[src/rtl/kf_pkg.sv]
// Shared constants and types for the Kalman filter result path.
// Collector FSM encoding lives here so the bench and other blocks agree on it.
package kf_pkg;

    localparam int DATA_W = 32;

    typedef enum logic [0:0] {
        ST_IDLE    = 1'b0,
        ST_COLLECT = 1'b1
    } collect_state_e;

endpackage

[src/rtl/kf_sync_fifo.sv]
// Single-clock first-word-fall-through FIFO with an explicit occupancy count.
// dout reads zero whenever the FIFO is empty.
module kf_sync_fifo #(
    parameter  int DATA_W = 32,
    parameter  int DEPTH  = 4,
    localparam int PTR_W  = $clog2(DEPTH),
    localparam int LVL_W  = PTR_W + 1
) (
    input  logic              clock,
    input  logic              reset,
    input  logic              push,
    input  logic              pop,
    input  logic [DATA_W-1:0] din,
    output logic [DATA_W-1:0] dout,
    output logic [LVL_W-1:0]  level
);

    logic [DATA_W-1:0] r_mem [DEPTH];
    logic [PTR_W-1:0]  r_wr_ptr;
    logic [PTR_W-1:0]  r_rd_ptr;
    logic [LVL_W-1:0]  r_level;

    logic w_empty;
    logic w_full;
    logic w_push;
    logic w_pop;

    assign w_empty = (r_level == '0);
    assign w_full  = (r_level == LVL_W'(DEPTH));
    assign w_push  = push & ~w_full;
    assign w_pop   = pop & ~w_empty;

    // Storage is not reset: the level counter alone decides what is valid.
    always_ff @(posedge clock) begin
        if (w_push) begin
            r_mem[r_wr_ptr] <= din;
        end
    end

    always_ff @(posedge clock) begin
        if (reset) begin
            r_wr_ptr <= '0;
            r_rd_ptr <= '0;
            r_level  <= '0;
        end else begin
            if (w_push) begin
                r_wr_ptr <= r_wr_ptr + PTR_W'(1);
            end
            if (w_pop) begin
                r_rd_ptr <= r_rd_ptr + PTR_W'(1);
            end
            case ({w_push, w_pop})
                2'b10:   r_level <= r_level + LVL_W'(1);
                2'b01:   r_level <= r_level - LVL_W'(1);
                default: r_level <= r_level;
            endcase
        end
    end

    assign dout  = w_empty ? '0 : r_mem[r_rd_ptr];
    assign level = r_level;

endmodule

[src/rtl/fp_result_collector.sv]
// Collects a programmed-length batch of multiplier results over AXI-stream
// into a small FWFT FIFO and pulses done once the last word is accepted.
module fp_result_collector #(
    parameter  int DATA_W  = kf_pkg::DATA_W,
    parameter  int DEPTH   = 4,
    parameter  int COUNT_W = 8,
    localparam int LVL_W   = $clog2(DEPTH) + 1
) (
    input  logic               clock,
    input  logic               reset,
    input  logic               start,
    input  logic [COUNT_W-1:0] expected,
    input  logic               s_axis_result_tvalid,
    input  logic [DATA_W-1:0]  s_axis_result_tdata,
    output logic               s_axis_result_tready,
    input  logic               pop,
    output logic [DATA_W-1:0]  dout,
    output logic               empty,
    output logic [LVL_W-1:0]   level,
    output logic               busy,
    output logic               done,
    output logic               stray
);

    import kf_pkg::*;

    collect_state_e     r_state;
    logic [COUNT_W-1:0] r_count;
    logic [COUNT_W-1:0] r_target;
    logic               r_done;
    logic               r_stray;

    logic [LVL_W-1:0]   w_level;
    logic               w_tready;
    logic               w_hs;
    logic               w_last;

    // tready depends only on registered state, so a pop never frees a slot
    // for a push in the same cycle.
    assign w_tready = (r_state == ST_COLLECT) && (w_level < LVL_W'(DEPTH));
    assign w_hs     = s_axis_result_tvalid & w_tready;
    assign w_last   = w_hs && (r_count == r_target - COUNT_W'(1));

    always_ff @(posedge clock) begin
        if (reset) begin
            r_state  <= ST_IDLE;
            r_count  <= '0;
            r_target <= '0;
            r_done   <= 1'b0;
            r_stray  <= 1'b0;
        end else begin
            r_done <= 1'b0;
            case (r_state)
                ST_IDLE: begin
                    if (start) begin
                        r_stray <= 1'b0;
                        if (expected != '0) begin
                            r_state  <= ST_COLLECT;
                            r_count  <= '0;
                            r_target <= expected;
                        end else begin
                            r_done <= 1'b1;
                        end
                    end
                    // A word offered while idle is dropped but remembered.
                    if (s_axis_result_tvalid) begin
                        r_stray <= 1'b1;
                    end
                end
                ST_COLLECT: begin
                    if (w_hs) begin
                        r_count <= r_count + COUNT_W'(1);
                        if (w_last) begin
                            r_state <= ST_IDLE;
                            r_done  <= 1'b1;
                        end
                    end
                end
                default: r_state <= ST_IDLE;
            endcase
        end
    end

    kf_sync_fifo #(
        .DATA_W (DATA_W),
        .DEPTH  (DEPTH)
    ) u_fifo (
        .clock  (clock),
        .reset  (reset),
        .push   (w_hs),
        .pop    (pop),
        .din    (s_axis_result_tdata),
        .dout   (dout),
        .level  (w_level)
    );

    assign s_axis_result_tready = w_tready;
    assign level                = w_level;
    assign empty                = (w_level == '0);
    assign busy                 = (r_state == ST_COLLECT);
    assign done                 = r_done;
    assign stray                = r_stray;

endmodule

[config.mk]
export PLATFORM = sky130hd
export DESIGN_NAME = fp_result_collector
export DESIGN_NICKNAME = d
export VERILOG_FILES = /design/src/rtl/kf_pkg.sv /design/src/rtl/kf_sync_fifo.sv /design/src/rtl/fp_result_collector.sv
export SDC_FILE = /design/constraint.sdc
export NUM_CORES = 1
export LEC_CHECK = 0
export ABC_CLOCK_PERIOD_IN_PS = 5000
export BUFFER_PORTS_ARGS = -buffer_cell sky130_fd_sc_hd__buf_2
export CAP_MARGIN = 20
export CORE_ASPECT_RATIO = 0.6
export CORE_MARGIN = 2
export CORE_UTILIZATION = 60
export CTS_CLUSTER_SIZE = 40
export DETAILED_ROUTE_END_ITERATION = 8
export PLACE_DENSITY = 0.83
export SLEW_MARGIN = 25
export SYNTH_ARGS = -nofsm -noshare
export SYNTH_HDL_FRONTEND = slang
export SYNTH_SLANG_ARGS = --single-unit
[constraint.sdc]
create_clock -name clock -period 5 [get_ports clock]
set_clock_uncertainty 0.05 [all_clocks]
set_input_delay 1 -clock clock [delete_from_list [all_inputs] [get_ports clock]]
set_output_delay 1 -clock clock [all_outputs]
set_load 0.02 [all_outputs]
==> metrics.cfg, run 1 <==
[pwr]
finalPower_mw = 3.51
ir_worst_vdd_v = 0.000290
leakagePower_nw = 2.62
powerDensity_mw_per_mm2 = 472

[yosys]
synth.distinct_cells = 42
synth_simple_gate_area_share_pct = 9.40
synth_nets = 432
syn-cell-area_mm2 = 0.00632
synth_seq_cells = 156
avgSynthCellArea_um2 = 16.7
synth_top_family_by_area = multiplexers
synth_compound_area_share_pct = 3.07
synthMuxAreaShare_pct = 11.4
netlist_instances = 379
ys_seq_area_share_pct = 69.6
synth_common_cells = 128 x edfxtp_1, 34 x nor2b_1, 32 x mux4_2
ys_warn_count = 0
ys_top_cells_by_area = edfxtp_1 61%, mux4_2 11%, dfxtp_1 8.9%
synth_adder_area_share_pct = 1.70
synth.largest_area_cell = edfxtp_1
synth-main-ff-cell = edfxtp_1
synth-edff-count = 128
yosysTopAreaCellShare_pct = 60.8
synth.most_common_cell = edfxtp_1
async_flop_share_pct = 0
synth_xor_area_share_pct = 2.91

[min_path]
min_path_cells = 2
worstHoldEndpoint = u_fifo.r_wr_ptr[1]
worstHoldStart = u_fifo.r_wr_ptr[1]
min_path_type = reg -> reg

[global_route]
use_met2_pct = 35.3
grtUsageMet3_pct = 8.32
antenna_found_initial = 1
met1_usage_pct = 31.7
grt.busiest_layer = met2
grt_pass1_vias = 3648
grt_pass1_wl_um = 19300
grt_use_total_pct = 23.1
gr-total-overflow = 0
grt_max_degree = 35

[setup_path]
arrival_ns = 2.48
cp.required_ns = 3.95
path_cells = buf_4 -> mux4_2 -> nor2b_1 -> buf_2
rrSetupSlack_ns = 2.54
criticalPathCategory = reg -> out
crit_path_top_delay_cell = dfxtp_2
critPathLaunchType = register
r2r_end = u_fifo.level[2]
critPathMaxStageDelay_ns = 0.84
setup.worst_path.end_class = output port
cp_max_fo = 22
r2r_start = u_fifo.level[2]
reg2reg_depth = 9

[route]
route.vias.total = 3560
ant_nets = 0
routed_wirelength_um = 12200
dr.pass1.iters = 5
drt_iter0_drc = 296
drc = 0
vias_per_cell = 5.79
wl_per_cell_um = 19.9

[timing]
finalCritPeriodShare_pct = 70.6
finalSetupViolCount = 0
fin_crit_ns = 3.53
finalMaxSlewViolations = 0
grt_setup_unrepaired = no
fmax_mhz = 283
setup_tns_ns = 0
hold_violations = 0
relSlewSlack_pct = 40.7
holdWs_ns = 0.443
tightest_slew_ns = 0.890

[cts]
cts_buffers = 17
cts.path.max_buffers = 2
ctsResizeCount = 0
clk_pin_slew_ns = 0.07
htree_num_levels = 4
cts_root_buf = clkbuf_16
postCtsSetupRepairBufs = 0
cts_tree = yes
cts_num_sinks = 156
clk_latency_ns = 0.42
cts_hold_buffers = 0

[layout]
area_growth_pct = 17.8
drive_gt1_share_pct = 35.1
finalInstanceArea_mm2 = 0.00745
fillers = 608
nets = 519

[outcome]
status = finished clean

[placed_design]
gp_congestion = 0.803
place_area_mm2 = 0.00686
hpwlAfterDp_um = 7470
io_buffers = 84

[floorplan]
rows = 28
core_area_mm2 = 0.0101
dieWidth_um = 137
pin_count = 85
fp.dieH_um = 83.5
start_util_pct = 62.9
die_area_mm2 = 0.0114

[job]
max-cap-violations = 0

[state kept, by name, indices dropped and copies added, names as in the netlist, named ones only]
register and flops:
u_fifo.r_mem 128, r_count 8, r_target 8, u_fifo.level 3, u_fifo.r_rd_ptr 2, u_fifo.r_wr_ptr 2, busy 1, done 1
stray 1
[cells in the final DEF, fill, tap and decap left out, types with 2 or more instances in the layout]
cell type,netlist,final
or4_4,2,2
nand2_1,15,15
buf_4,2,2
clkbuf_16,0,17
inv_1,8,8
clkinvlp_4,0,3
and3_1,6,2
nand4_1,4,4
nor2b_1,34,34
nor2_1,21,21
nor4_1,2,2
inv_6,0,3
edfxtp_1,128,128
clkinv_4,0,6
nor3_1,3,2
o21ai_0,11,11
xnor2_1,11,11
nand3_1,3,3
a21oi_1,15,15
dfxtp_1,28,26
xor2_1,10,10
ha_1,7,7
bufinv_16,0,2
mux4_2,32,32
buf_2,3,84
and3_2,0,4
or3_1,2,2
dfxtp_2,0,2
[worst max-delay path by stage]
stage                                     from         endpoint  cells past startpoint
after floorplan           s_axis_result_tvalid  u_fifo.level[2]                      9
after global placement                register         dout[16]                      4
after detailed placement              register         dout[15]                      4
after CTS                             register         dout[15]                      4
after global routing                  register         dout[15]                      4
final                                 register         dout[15]                      4
[critical path, delay by kind of cell, from the launching register on]
kind	cells	cell delay (ns)
and+or+nand+nor	1	0.15
muxes	1	0.52
DFF	1	0.84
buffers and inverters	2	0.54
[report_power, final]
| group | internal (mW) | switching, mW | total, mW | leakage (nW) |
|---|---|---|---|---|
| registers | 1.45 | 0.0768 | 1.52 | 1.39 |
| logic | 0.324 | 0.398 | 0.722 | 0.952 |
| clock network | 0.743 | 0.523 | 1.27 | 0.278 |
[kinds of logic (layout without fill, tap and decap cells)]
logic type	Yosys count	count (layout)
compound gates	33	33
xor+xnor	21	21
fa+ha+maj	8	8
buf+inv	27	127
flops	156	156
mux	32	32
other cells	0	1
simple gates	102	102
[metrics by stage]
stage               utilization, %  setup slack [ns]  std cells
floorplan                        -              2.40        379
global placement              68.2              1.87        582
detailed placement            68.2              1.84        582
CTS                           74.1              1.37        614
global route                  74.1              1.25        614
finish                        74.1              1.47        615
[layout make-up]
cell class	count	area (um2)	share of cell area, %
clock inverter	14	161	2.17
multi-input combinational	196	1810	24.3
antenna	1	2.50	0.0336
sequential	156	4410	59.2
timing repair buffer	86	435	5.85
clock buffer	18	429	5.76
inverter	9	33.8	0.454
tap	135	169	2.27
[metal layers]
| metal | wire (um) | vias to the layer above |
|---|---|---|
| li1 | - | 1615 |
| met1 | 5440 | 1770 |
| met2 | 5820 | 155 |
| met3 | 816 | 20 |
| met4 | 148 | 0 |
| met5 | 0 | - |
Note: power is estimated with default switching activity, not from simulation.
==> run 2: changes to the inputs <==
--- a/config.mk
+++ b/config.mk
@@ -5,15 +5,15 @@
 export SDC_FILE = /design/constraint.sdc
 export NUM_CORES = 1
 export LEC_CHECK = 0
-export ABC_CLOCK_PERIOD_IN_PS = 5000
+export ABC_CLOCK_PERIOD_IN_PS = 2840
 export BUFFER_PORTS_ARGS = -buffer_cell sky130_fd_sc_hd__buf_2
 export CAP_MARGIN = 20
 export CORE_ASPECT_RATIO = 0.6
 export CORE_MARGIN = 2
-export CORE_UTILIZATION = 60
+export CORE_UTILIZATION = 52
 export CTS_CLUSTER_SIZE = 40
 export DETAILED_ROUTE_END_ITERATION = 8
-export PLACE_DENSITY = 0.83
+export PLACE_DENSITY = 0.76
 export SLEW_MARGIN = 25
 export SYNTH_ARGS = -nofsm -noshare
 export SYNTH_HDL_FRONTEND = slang
==> constraint.sdc (replaced) <==
create_clock -name clock -period 2.84 [get_ports clock]
set_clock_uncertainty 0.05 [all_clocks]
set_input_delay 0.568 -clock clock [delete_from_list [all_inputs] [get_ports clock]]
set_output_delay 0.568 -clock clock [all_outputs]
set_load 0.02 [all_outputs]
==> run 2 against run 1 <==
Against the previous run:
- clock power up 75%
- critical path depth unchanged
- first-iteration DRC count fell by 34%
- cell area rose by 1.4%
- global-route usage fell by 3.6 points
- critical endpoint is now dout[0]
==> metrics.cfg, run 2 (synthesized netlist as in run 1, its figures left out) <==
[setup_path]
reg2reg_depth = 9
r2r_start = u_fifo.level[2]
r2r_end = u_fifo.level[2]
crit_path_top_delay_cell = dfxtp_2
path_cells = buf_4 -> mux4_2 -> nor2b_1 -> buf_2
critPathMaxStageDelay_ns = 0.53
rrSetupSlack_ns = 0.38
arrival_ns = 2.07
cp.required_ns = 2.22
cp_max_fo = 9
setup.worst_path.end_class = output port
criticalPathCategory = reg -> out
critPathLaunchType = register

[pwr]
finalPower_mw = 6.20
leakagePower_nw = 2.66
ir_worst_vdd_v = 0.000529
powerDensity_mw_per_mm2 = 821

[layout]
layout_common_cells = 128 x edfxtp_1, 84 x buf_2, 34 x nor2b_1
largest_register_ffs = 128
drive_gt1_share_pct = 35.2
regMostFlops = u_fifo.r_mem
final_common_cell = edfxtp_1
reg_top3 = u_fifo.r_mem x128, r_count x8, r_target x8
final_cells = 652
utilization_pct = 63.2
nets = 526
area_growth_pct = 19.5

[placed_design]
gp_congestion = 0.737
io_buffers = 84
dpl.cell_count = 619
hpwlAfterDp_um = 7640

[timing]
holdWs_ns = 0.319
relSlewSlack_pct = 64.4
hold_violations = 0
fin_crit_ns = 2.69
fmax_mhz = 372
setup_tns_ns = 0
finalMaxSlewViolations = 0
finalSetupViolCount = 0
finalCritPeriodShare_pct = 94.8
tightest_slew_ns = 0.534
grt_setup_unrepaired = no

[global_route]
met1_usage_pct = 27.0
grt_use_total_pct = 19.5
use_met2_pct = 30.1
grtUsageMet3_pct = 5.61
grt.busiest_layer = met2
grt_pass1_wl_um = 18500
antenna_found_initial = 2
grt_max_degree = 34
grt_pass1_vias = 3514
gr-total-overflow = 0

[floorplan]
die_area_mm2 = 0.0131
start_util_pct = 52.9
core_area_mm2 = 0.0119
fp.dieH_um = 89.4
pin_count = 85
dieWidth_um = 146
rows = 31

[cts]
cts.path.max_buffers = 2
postCtsSetupRepairBufs = 0
cts_root_buf = clkbuf_16
cts_buffers = 17
htree_num_levels = 4
clk_latency_ns = 0.41
cts_tree = yes
clk_pin_slew_ns = 0.06
ctsResizeCount = 0
cts_num_sinks = 156
cts_hold_buffers = 0

[job]
max-cap-violations = 0

[min_path]
worstHoldEndpoint = u_fifo.r_mem[0][3]
worstHoldStart = s_axis_result_tdata[3]
min_path_cells = 1
min_path_type = in -> reg

[route]
routed_wirelength_um = 12000
wl_per_cell_um = 18.3
drt_iter0_drc = 195
drc = 0
ant_nets = 0
vias_per_cell = 5.37
route.vias.total = 3503
dr.pass1.iters = 4

[outcome]
status = finished clean

-- run 2: worst max-delay path by stage --
stage / end / depth (start not counted) / startpoint
4_1_cts: dout[0] / 4 / register
6_report: dout[0] / 4 / register
3_3_place_gp: u_fifo.level[2] / 9 / s_axis_result_tvalid
5_1_grt: dout[3] / 4 / register
3_5_place_dp: u_fifo.level[2] / 9 / s_axis_result_tvalid
2_1_floorplan: u_fifo.level[2] / 10 / u_fifo.level[2]
-- run 2: final cells by class --
cell class,count,area [um2]
multi-input cells,196,1810
inverters,9,33.8
clock buffers,19,433
flip-flops and latches,156,4410
well taps,165,206
clock inverters,13,150
fillers,889,4390
repair buffers,93,513
diodes,1,2.50
-- run 2: routing by layer --
layer  vias to the layer above  part of all wire [%]
li1                       1628                     -
met1                      1760                    46
met2                       102                    46
met3                        13                   6.8
met4                         0                   1.1
met5                         -                     0
-- run 2: power breakdown --
part	switching (mW)	total, mW	internal [mW]
clock network	0.845	2.22	1.37
logic	0.755	1.36	0.601
registers	0.0831	2.63	2.55
-- run 2: critical path: cells and delay by family (launching register included) --
kind	cells	cell delay [ns]
buffers and inverters	2	0.46
flip-flops	1	0.53
AND/OR/NAND/NOR	1	0.15
multiplexers	1	0.51
-- run 2: through the flow --
stage | instance area, um2 | worst slack [ns]
3_5_place_dp | 6970 | 0.436
2_1_floorplan | 6320 | 0.418
4_1_cts | 7550 | 0.103
5_1_grt | 7550 | 0.0208
6_report | 7560 | 0.149
3_3_place_gp | 6970 | 0.506
==> run 3: changes to the inputs <==
--- a/config.mk
+++ b/config.mk
@@ -14,6 +14,7 @@
 export CTS_CLUSTER_SIZE = 40
 export DETAILED_ROUTE_END_ITERATION = 8
 export PLACE_DENSITY = 0.76
+export RECOVER_POWER = 50
 export SLEW_MARGIN = 25
 export SYNTH_ARGS = -nofsm -noshare
 export SYNTH_HDL_FRONTEND = slang
==> run 3 against run 2 <==
Against the previous run:
- register-to-register slack worse by 0.08 ns
- die area is the same
- setup slack worse by 0.00095 ns
- wire length shrank 0.39%
- critical path depth did not move
- maximum frequency barely moved
- sequential share of layout area grew 0.64 points
- first-iteration DRC count down 8.7%
- sequential power is essentially flat
- sequential cell count unchanged
- combinational power about the same
- worst hold slack improved by 0.024 ns
- critical endpoint unchanged
==> metrics.cfg, run 3 (synthesized netlist as in run 1, its figures left out) <==
[cts]
ctsResizeCount = 0
htree_num_levels = 4
cts_tree = yes
postCtsSetupRepairBufs = 0
clk_latency_ns = 0.42
cts_buffers = 17
cts.path.max_buffers = 2
cts_hold_buffers = 0
cts_num_sinks = 156
cts_root_buf = clkbuf_16
clk_pin_slew_ns = 0.06

[job]
max-cap-violations = 0

[layout]
layout_common_cells = 128 x edfxtp_1, 46 x buf_2, 40 x clkbuf_1
fillers = 919
area_growth_pct = 18.2
final_common_cell = edfxtp_1
drive_gt1_share_pct = 26.1
largest_register_ffs = 128
nets = 526
reg_top3 = u_fifo.r_mem x128, r_count x8, r_target x8
regMostFlops = u_fifo.r_mem
multi_input_area_mm2 = 0.00178
regArea_mm2 = 0.00441

[route]
routed_wirelength_um = 11900
dr.pass1.iters = 4
wl_per_cell_um = 18.3
drc = 0
drt_iter0_drc = 178
route.vias.total = 3504
ant_nets = 0
vias_per_cell = 5.37

[setup_path]
criticalPathCategory = reg -> out
reg2reg_depth = 9
arrival_ns = 2.07
cp_max_fo = 9
setup.worst_path.end_class = output port
critPathLaunchType = register
cp.required_ns = 2.22

[global_route]
gr-total-overflow = 0
antenna_found_initial = 1
grt_max_degree = 34
grt_use_total_pct = 19.5
grt_pass1_vias = 3514
grt_pass1_wl_um = 18500

[placed_design]
io_buffers = 84
gp_congestion = 0.737
hpwlAfterDp_um = 7640

[pwr]
leakagePower_nw = 2.52
ir_worst_vdd_v = 0.000511
powerDensity_mw_per_mm2 = 828

[timing]
setup_tns_ns = 0
finalSetupViolCount = 0
fmax_mhz = 371
holdWs_ns = 0.343
tightest_slew_ns = 1.05
relSlewSlack_pct = 29.9
grt_setup_unrepaired = no
finalCritPeriodShare_pct = 94.8
finalMaxSlewViolations = 0
fin_crit_ns = 2.69
hold_violations = 0

[floorplan]
pin_count = 85
fp.dieH_um = 89.4
start_util_pct = 52.9
dieWidth_um = 146
die_area_mm2 = 0.0131
rows = 31
core_area_mm2 = 0.0119

[outcome]
status = finished clean

[min_path]
min_path_cells = 3
min_path_type = in -> reg

-- run 3: changes by cell type in the layout (fill, tap and decap cells not counted), sizes merged --
cell / delta
clkbuf: +38
buf: -38
-- run 3: power breakdown --
part	switching, mW	internal [mW]
combinational	0.756	0.587
sequential	0.0811	2.55
clock	0.845	1.37
total	1.68	4.51
-- run 3: final cells by class --
class / count / share of cell area, %
Antenna cell: 1 / 0.0335
Clock buffer: 19 / 5.79
Clock inverter: 13 / 2.01
Inverter: 9 / 0.452
Multi-Input combinational cell: 196 / 23.8
Sequential cell: 156 / 59.0
Tap cell: 165 / 2.76
Timing Repair Buffer: 93 / 6.23
-- run 3: final timing paths --
kind / from / to / slack (ns)
max: register / dout[0] / 0.15
min: expected[7] / r_target[7] / 0.34
max reg2reg: u_fifo.level[2] / u_fifo.level[2] / 0.30
min reg2reg: r_count[1] / r_count[1] / 0.45
-- run 3: layer usage --
| metal | wire length (um) | GRT usage [%] | vias to the layer above |
|---|---|---|---|
| li1 | - | - | 1629 |
| met1 | 5510 | 27.0 | 1768 |
| met2 | 5420 | 30.1 | 98 |
| met3 | 877 | 5.61 | 9 |
| met4 | 107 | 7.33 | 0 |
| met5 | 0 | 0 | - |
-- run 3: metrics by stage --
stage                     cell area, um2  setup WS (ns)  utilization, %  std cells  power [mW]
after global placement              6970          0.506            58.3        619        4.03
after global routing                7470         0.0208            62.5        651        6.46
final                               7470          0.148            62.6        652        6.19
after CTS                           7550          0.103            63.2        651        6.26
after detailed placement            6970          0.436            58.3        619        4.05
after floorplan                     6320          0.418               -        379        3.61
-- run 3: critical path: stages, from the launching register on --
cell	delay, ns
dfxtp_2	0.53
buf_4	0.28
mux4_2	0.51
nor2b_1	0.15
buf_2	0.18
